File: src/rtl/bf_pair_feeder.sv
// Fill-then-drain operand sequencer for a radix-2 butterfly: buffers one block of N
// complex samples, then presents the stride-N/2 pairs (x[k], x[k+N/2]) on registered buses.
module bf_pair_feeder #(
    parameter int W     = 12,
    parameter int N     = 16,
    parameter int LOG2N = 4
) (
    input  logic               clk,
    input  logic               rst,
    input  logic [2*W-1:0]     in_data,
    input  logic               in_valid,
    output logic               in_ready,
    output logic [2*W-1:0]     out_a,
    output logic [2*W-1:0]     out_b,
    output logic [LOG2N-2:0]   out_idx,
    output logic               out_last,
    output logic               out_valid,
    input  logic               out_ready
);

    localparam int HALF = N / 2;
    localparam logic [LOG2N-1:0] WR_LAST  = LOG2N'(N - 1);
    localparam logic [LOG2N-2:0] RD_LAST  = (LOG2N-1)'(HALF - 1);
    localparam logic [LOG2N-1:0] IDX_ZERO = '0;
    localparam logic [LOG2N-1:0] IDX_HALF = LOG2N'(HALF);

    typedef enum logic {
        S_FILL  = 1'b0,
        S_DRAIN = 1'b1
    } state_t;

    state_t             state_q, state_d;
    logic [LOG2N-1:0]   wr_cnt_q, wr_cnt_d;
    logic [LOG2N-2:0]   rd_cnt_q, rd_cnt_d;
    logic [LOG2N-2:0]   rd_nxt;
    logic [2*W-1:0]     out_a_q, out_a_d;
    logic [2*W-1:0]     out_b_q, out_b_d;
    logic [LOG2N-2:0]   out_idx_q, out_idx_d;
    logic               out_last_q, out_last_d;
    logic [2*W-1:0]     mem_q [N];
    logic               in_acc;
    logic               out_acc;

    // Handshake: a transfer happens on a rising edge where valid and ready are both high.
    // in_ready and out_valid depend only on the state register.
    assign in_ready  = (state_q == S_FILL);
    assign out_valid = (state_q == S_DRAIN);
    assign in_acc    = in_valid & in_ready;
    assign out_acc   = out_valid & out_ready;
    assign rd_nxt    = rd_cnt_q + 1'b1;

    assign out_a    = out_a_q;
    assign out_b    = out_b_q;
    assign out_idx  = out_idx_q;
    assign out_last = out_last_q;

    // Sample storage needs no reset: contents are only read after a full block is written.
    always_ff @(posedge clk) begin
        if (in_acc) begin
            mem_q[wr_cnt_q] <= in_data;
        end
    end

    always_comb begin
        state_d    = state_q;
        wr_cnt_d   = wr_cnt_q;
        rd_cnt_d   = rd_cnt_q;
        out_a_d    = out_a_q;
        out_b_d    = out_b_q;
        out_idx_d  = out_idx_q;
        out_last_d = out_last_q;

        if (state_q == S_FILL) begin
            if (in_acc) begin
                wr_cnt_d = wr_cnt_q + 1'b1;
                if (wr_cnt_q == WR_LAST) begin
                    // Pair 0 is preloaded here; x[N-1] is never part of it, so the
                    // memory already holds both operands.
                    state_d    = S_DRAIN;
                    wr_cnt_d   = '0;
                    rd_cnt_d   = '0;
                    out_a_d    = mem_q[IDX_ZERO];
                    out_b_d    = mem_q[IDX_HALF];
                    out_idx_d  = '0;
                    out_last_d = 1'b0;
                end
            end
        end else begin
            if (out_acc) begin
                if (rd_cnt_q == RD_LAST) begin
                    state_d    = S_FILL;
                    rd_cnt_d   = '0;
                    out_a_d    = '0;
                    out_b_d    = '0;
                    out_idx_d  = '0;
                    out_last_d = 1'b0;
                end else begin
                    rd_cnt_d   = rd_nxt;
                    out_a_d    = mem_q[{1'b0, rd_nxt}];
                    out_b_d    = mem_q[{1'b1, rd_nxt}];
                    out_idx_d  = rd_nxt;
                    out_last_d = (rd_nxt == RD_LAST);
                end
            end
        end
    end

    always_ff @(posedge clk) begin
        if (rst) begin
            state_q    <= S_FILL;
            wr_cnt_q   <= '0;
            rd_cnt_q   <= '0;
            out_a_q    <= '0;
            out_b_q    <= '0;
            out_idx_q  <= '0;
            out_last_q <= 1'b0;
        end else begin
            state_q    <= state_d;
            wr_cnt_q   <= wr_cnt_d;
            rd_cnt_q   <= rd_cnt_d;
            out_a_q    <= out_a_d;
            out_b_q    <= out_b_d;
            out_idx_q  <= out_idx_d;
            out_last_q <= out_last_d;
        end
    end

endmodule

File: config.mk
export PLATFORM = sky130hd
export DESIGN_NAME = bf_pair_feeder
export DESIGN_NICKNAME = d
export VERILOG_FILES = /design/src/rtl/bf_pair_feeder.sv
export SDC_FILE = /design/constraint.sdc
export NUM_CORES = 1
export LEC_CHECK = 0
export CAP_MARGIN = 5
export CELL_PAD_IN_SITES_DETAIL_PLACEMENT = 1
export CELL_PAD_IN_SITES_GLOBAL_PLACEMENT = 2
export CORE_MARGIN = 3
export CORE_UTILIZATION = 53
export CTS_BUF_LIST = sky130_fd_sc_hd__clkbuf_16
export CTS_CLUSTER_SIZE = 10
export DETAILED_ROUTE_END_ITERATION = 6
export DONT_BUFFER_PORTS = 1
export PLACE_DENSITY_LB_ADDON = 0.1
export SETUP_SLACK_MARGIN = 0.05
export SLEW_MARGIN = 20
export SYNTH_ARGS = -nofsm -noshare
export SYNTH_HDL_FRONTEND = slang
export SYNTH_SLANG_ARGS = --single-unit
File: constraint.sdc
create_clock -name clk -period 4.76 [get_ports clk]
set_input_delay 0.238 -clock clk [delete_from_list [all_inputs] [get_ports clk]]
set_output_delay 0.238 -clock clk [all_outputs]
set_load 0.02 [all_outputs]
==> impl_metrics.ini <==
[sta]
tightestPinTransition_ns = 0.973
post-route-min-period_ns = 2.98
drv_slew = 0
finalHoldViolCount = 0
max-slew-margin-rel_pct = 35.1
fmax_ghz = 0.336
finalSetupTns_ns = 0
setup_viol = 0
grt_setup_unrepaired = false
min_period_over_period_pct = 62.6
skew_ns = 0.0101
setup_ws_ns = 1.78

[final_layout]
diodes = 0
fill_cells = 2567
area_delta_synth_final_pct = 13.0
multi_input_area_mm2 = 0.00380
drive_gt1_share_pct = 22.1
seqCellArea_mm2 = 0.0127
nNetsFinal = 935

[logic_synthesis]
ys_top_cells_by_area = edfxtp_1 (69%), mux4_2 (13%), dfxtp_1 (6.8%), a211oi_1 (2.1%), a22oi_1 (1.8%)
ys_types = 34
ys_warn_count = 0
ys_seq_area_share_pct = 75.5
synth-edff-count = 384
syn_inst = 852
synth.net_count = 887
yosys-top-cells-count = edfxtp_1 (384), mux4_2 (96), nor2_1 (64), dfxtp_1 (57)
synth_area_mm2 = 0.0168
async_reset_ff_share_pct = 0
synth_most_common_cell = edfxtp_1
synth.top_cell.area_share_pct = 68.7
synth_top_area_cell = edfxtp_1
synth-seq-cells = 441
syn_avg_cell_area_um2 = 19.7
synth_ff_type = edfxtp_1

[setup_path]
crit_family = adder cells
worstSetupEndpointType = register
path_class = register to register
cp.arrival_ns = 3.40
crit_slowest_cell = dfxtp_4
cpPeakStageDelay_ns = 0.71
crit_required_ns = 5.18
startpoint = out_idx[0]
critical_path.max_fanout = 58
cp_num_buf_inv = 1
path_cells = ha_1, ha_4, buf_12, mux4_2, a22oi_1, a211oi_1
r2r-start = out_idx[0]
critPathLaunchType = register

[grt]
grt_pass1_vias = 9237
antenna_found_initial = 2
grt_max_degree = 59
grt_usage_pct = 25.4
grt_pass1_wl_mm = 62.2
gr-total-overflow = 0

[power_and_ir_drop]
clkPwrFrac_pct = 43.4
swShare_pct = 20.1
power_density_mw_per_mm2 = 409
p_leak_nw = 5.85
p_comb_share_pct = 1.8
p_int_mw = 6.20
p_sw_mw = 1.56
peakVddDrop_mv = 0.320
seqPwrFrac_pct = 54.9

[clock_tree]
cts_resized = 0
clk_path_buf_depth = 3
htree_levels = 2
clkSinkCount = 441
path_clk_slew_ns = 0.06
cts_tree = yes
clk_latency_ns = 0.55
root_buffer = clkbuf_16
cts_made_buffers = 50

[floorplanning]
die_x_um = 184
rows = 64
coreArea_mm2 = 0.0309
ios = 82
die-area_mm2 = 0.0338
start_util_pct = 54.3
die_y_um = 184

[drt]
drt-total-wl_mm = 42.2
via_per_inst = 6.48
drc = 0
drtIter0Drc = 934
drtAntennaViolNets = 0
vias = 8669
wl_per_cell_um = 31.6
dr.pass1.iters = 5

[status]
status = complete, no violations

[placement]
place_worst_setup_slack_ns = 1.85
io_buffers = 0
dp_hpwl_mm = 21.6
gp_congestion = 0.734

[hold_path]
hold_path.startpoint = in_valid
hp-class = primary input to register

[flow_run]
maxCapViolCount = 0
[worst register-to-register path: stages (launching register included)]
cell and delay (ns):
dfxtp_4 0.71, ha_1 0.30, ha_4 0.56, buf_12 0.47, mux4_2 0.41, a22oi_1 0.26, a211oi_1 0.14
[flip-flops by register name (all words and copies together), names as in the netlist]
signal	count
wr_cnt_q	4
out_valid	1
out_last	1
out_a	24
mem_q	384
out_idx	3
out_b	24
[worst paths after layout]
| kind | slack, ns | to | cells after the start |
|---|---|---|---|
| min | 0.04 | wr_cnt_q[2] | 3 |
| max | 1.78 | out_a[18] | 6 |
| max reg2reg | 1.78 | out_a[18] | 6 |
| min reg2reg | 0.58 | out_last | 2 |
[routing by layer]
layer / track usage (%) / vias to the layer above / share of wire, %
li1: - / 3601 / -
met1: 36.0 / 4685 / 42
met2: 40.7 / 319 / 48
met3: 6.00 / 60 / 7.9
met4: 6.08 / 4 / 1.9
met5: 0 / - / 0.064
[per-stage QoR]
stage                     total power, mW  std cells  instance area [um^2]  hold slack, ns  utilization, %
after global placement               4.40       1216                 17200           0.319            55.6
after floorplan                      4.38        852                 16800           0.337               -
after global routing                 8.01       1337                 19000          0.0417            61.3
after detailed placement             4.40       1218                 17200           0.323            55.7
after CTS                            7.82       1337                 19000         0.00953            61.3
final                                7.76       1337                 19000          0.0352            61.3
[area by class of cell]
type                    instances  share of cell area (%)
clock buffers                  51                    6.73
repair buffers                 52                    2.71
inverters                       5                  0.0990
flip-flops and latches        441                    66.9
clock inverters                42                   0.944
multi-input cells             350                    20.1
well taps                     396                    2.61
[kinds of logic after synthesis]
group | after synthesis | synth area share [%]
compound gates | 152 | 6.21
simple gates | 92 | 2.41
mux | 96 | 12.9
fa+ha+maj | 7 | 0.522
flops | 441 | 75.5
buf+inv | 61 | 2.27
xor+xnor | 3 | 0.157
[power by group through the flow]
stage	clock network, mW	logic, mW	registers (mW)
after CTS	3.42	0.136	4.26
after global placement	0	0.0616	4.34
final	3.37	0.136	4.26
after detailed placement	0	0.0642	4.34
after global routing	3.60	0.148	4.26
after floorplan	0	0.0421	4.34
[cells in the final DEF, fill, tap and decap left out, drive strengths merged]
master	instances
edfxtp	384
mux4	96
nor2	64
dfxtp	57
clkbuf	51
o21ai	49
a211oi	48
a22oi	48
inv	44
buf	27
dlygate4sd3	25
nand2	12
ha	7
nor3	7
a21oi	6
clkinv	3
nand2b	2
xor2	2
nor2b	1
nand3b	1
or2	1
nor3b	1
xnor2	1
o21a	1
nand3	1
nand4	1
or4	1
[what timing repair did]
| item | 4_1_cts | 5_1_grt |
|---|---|---|
| buffers inserted | 0 | 0 |
| hold buffers | 26 | 0 |
| endpoints found under the setup margin | 0 | 0 |
| hold endpoints to repair | 441 | 0 |
Note: power is estimated with default switching activity, not from simulation.
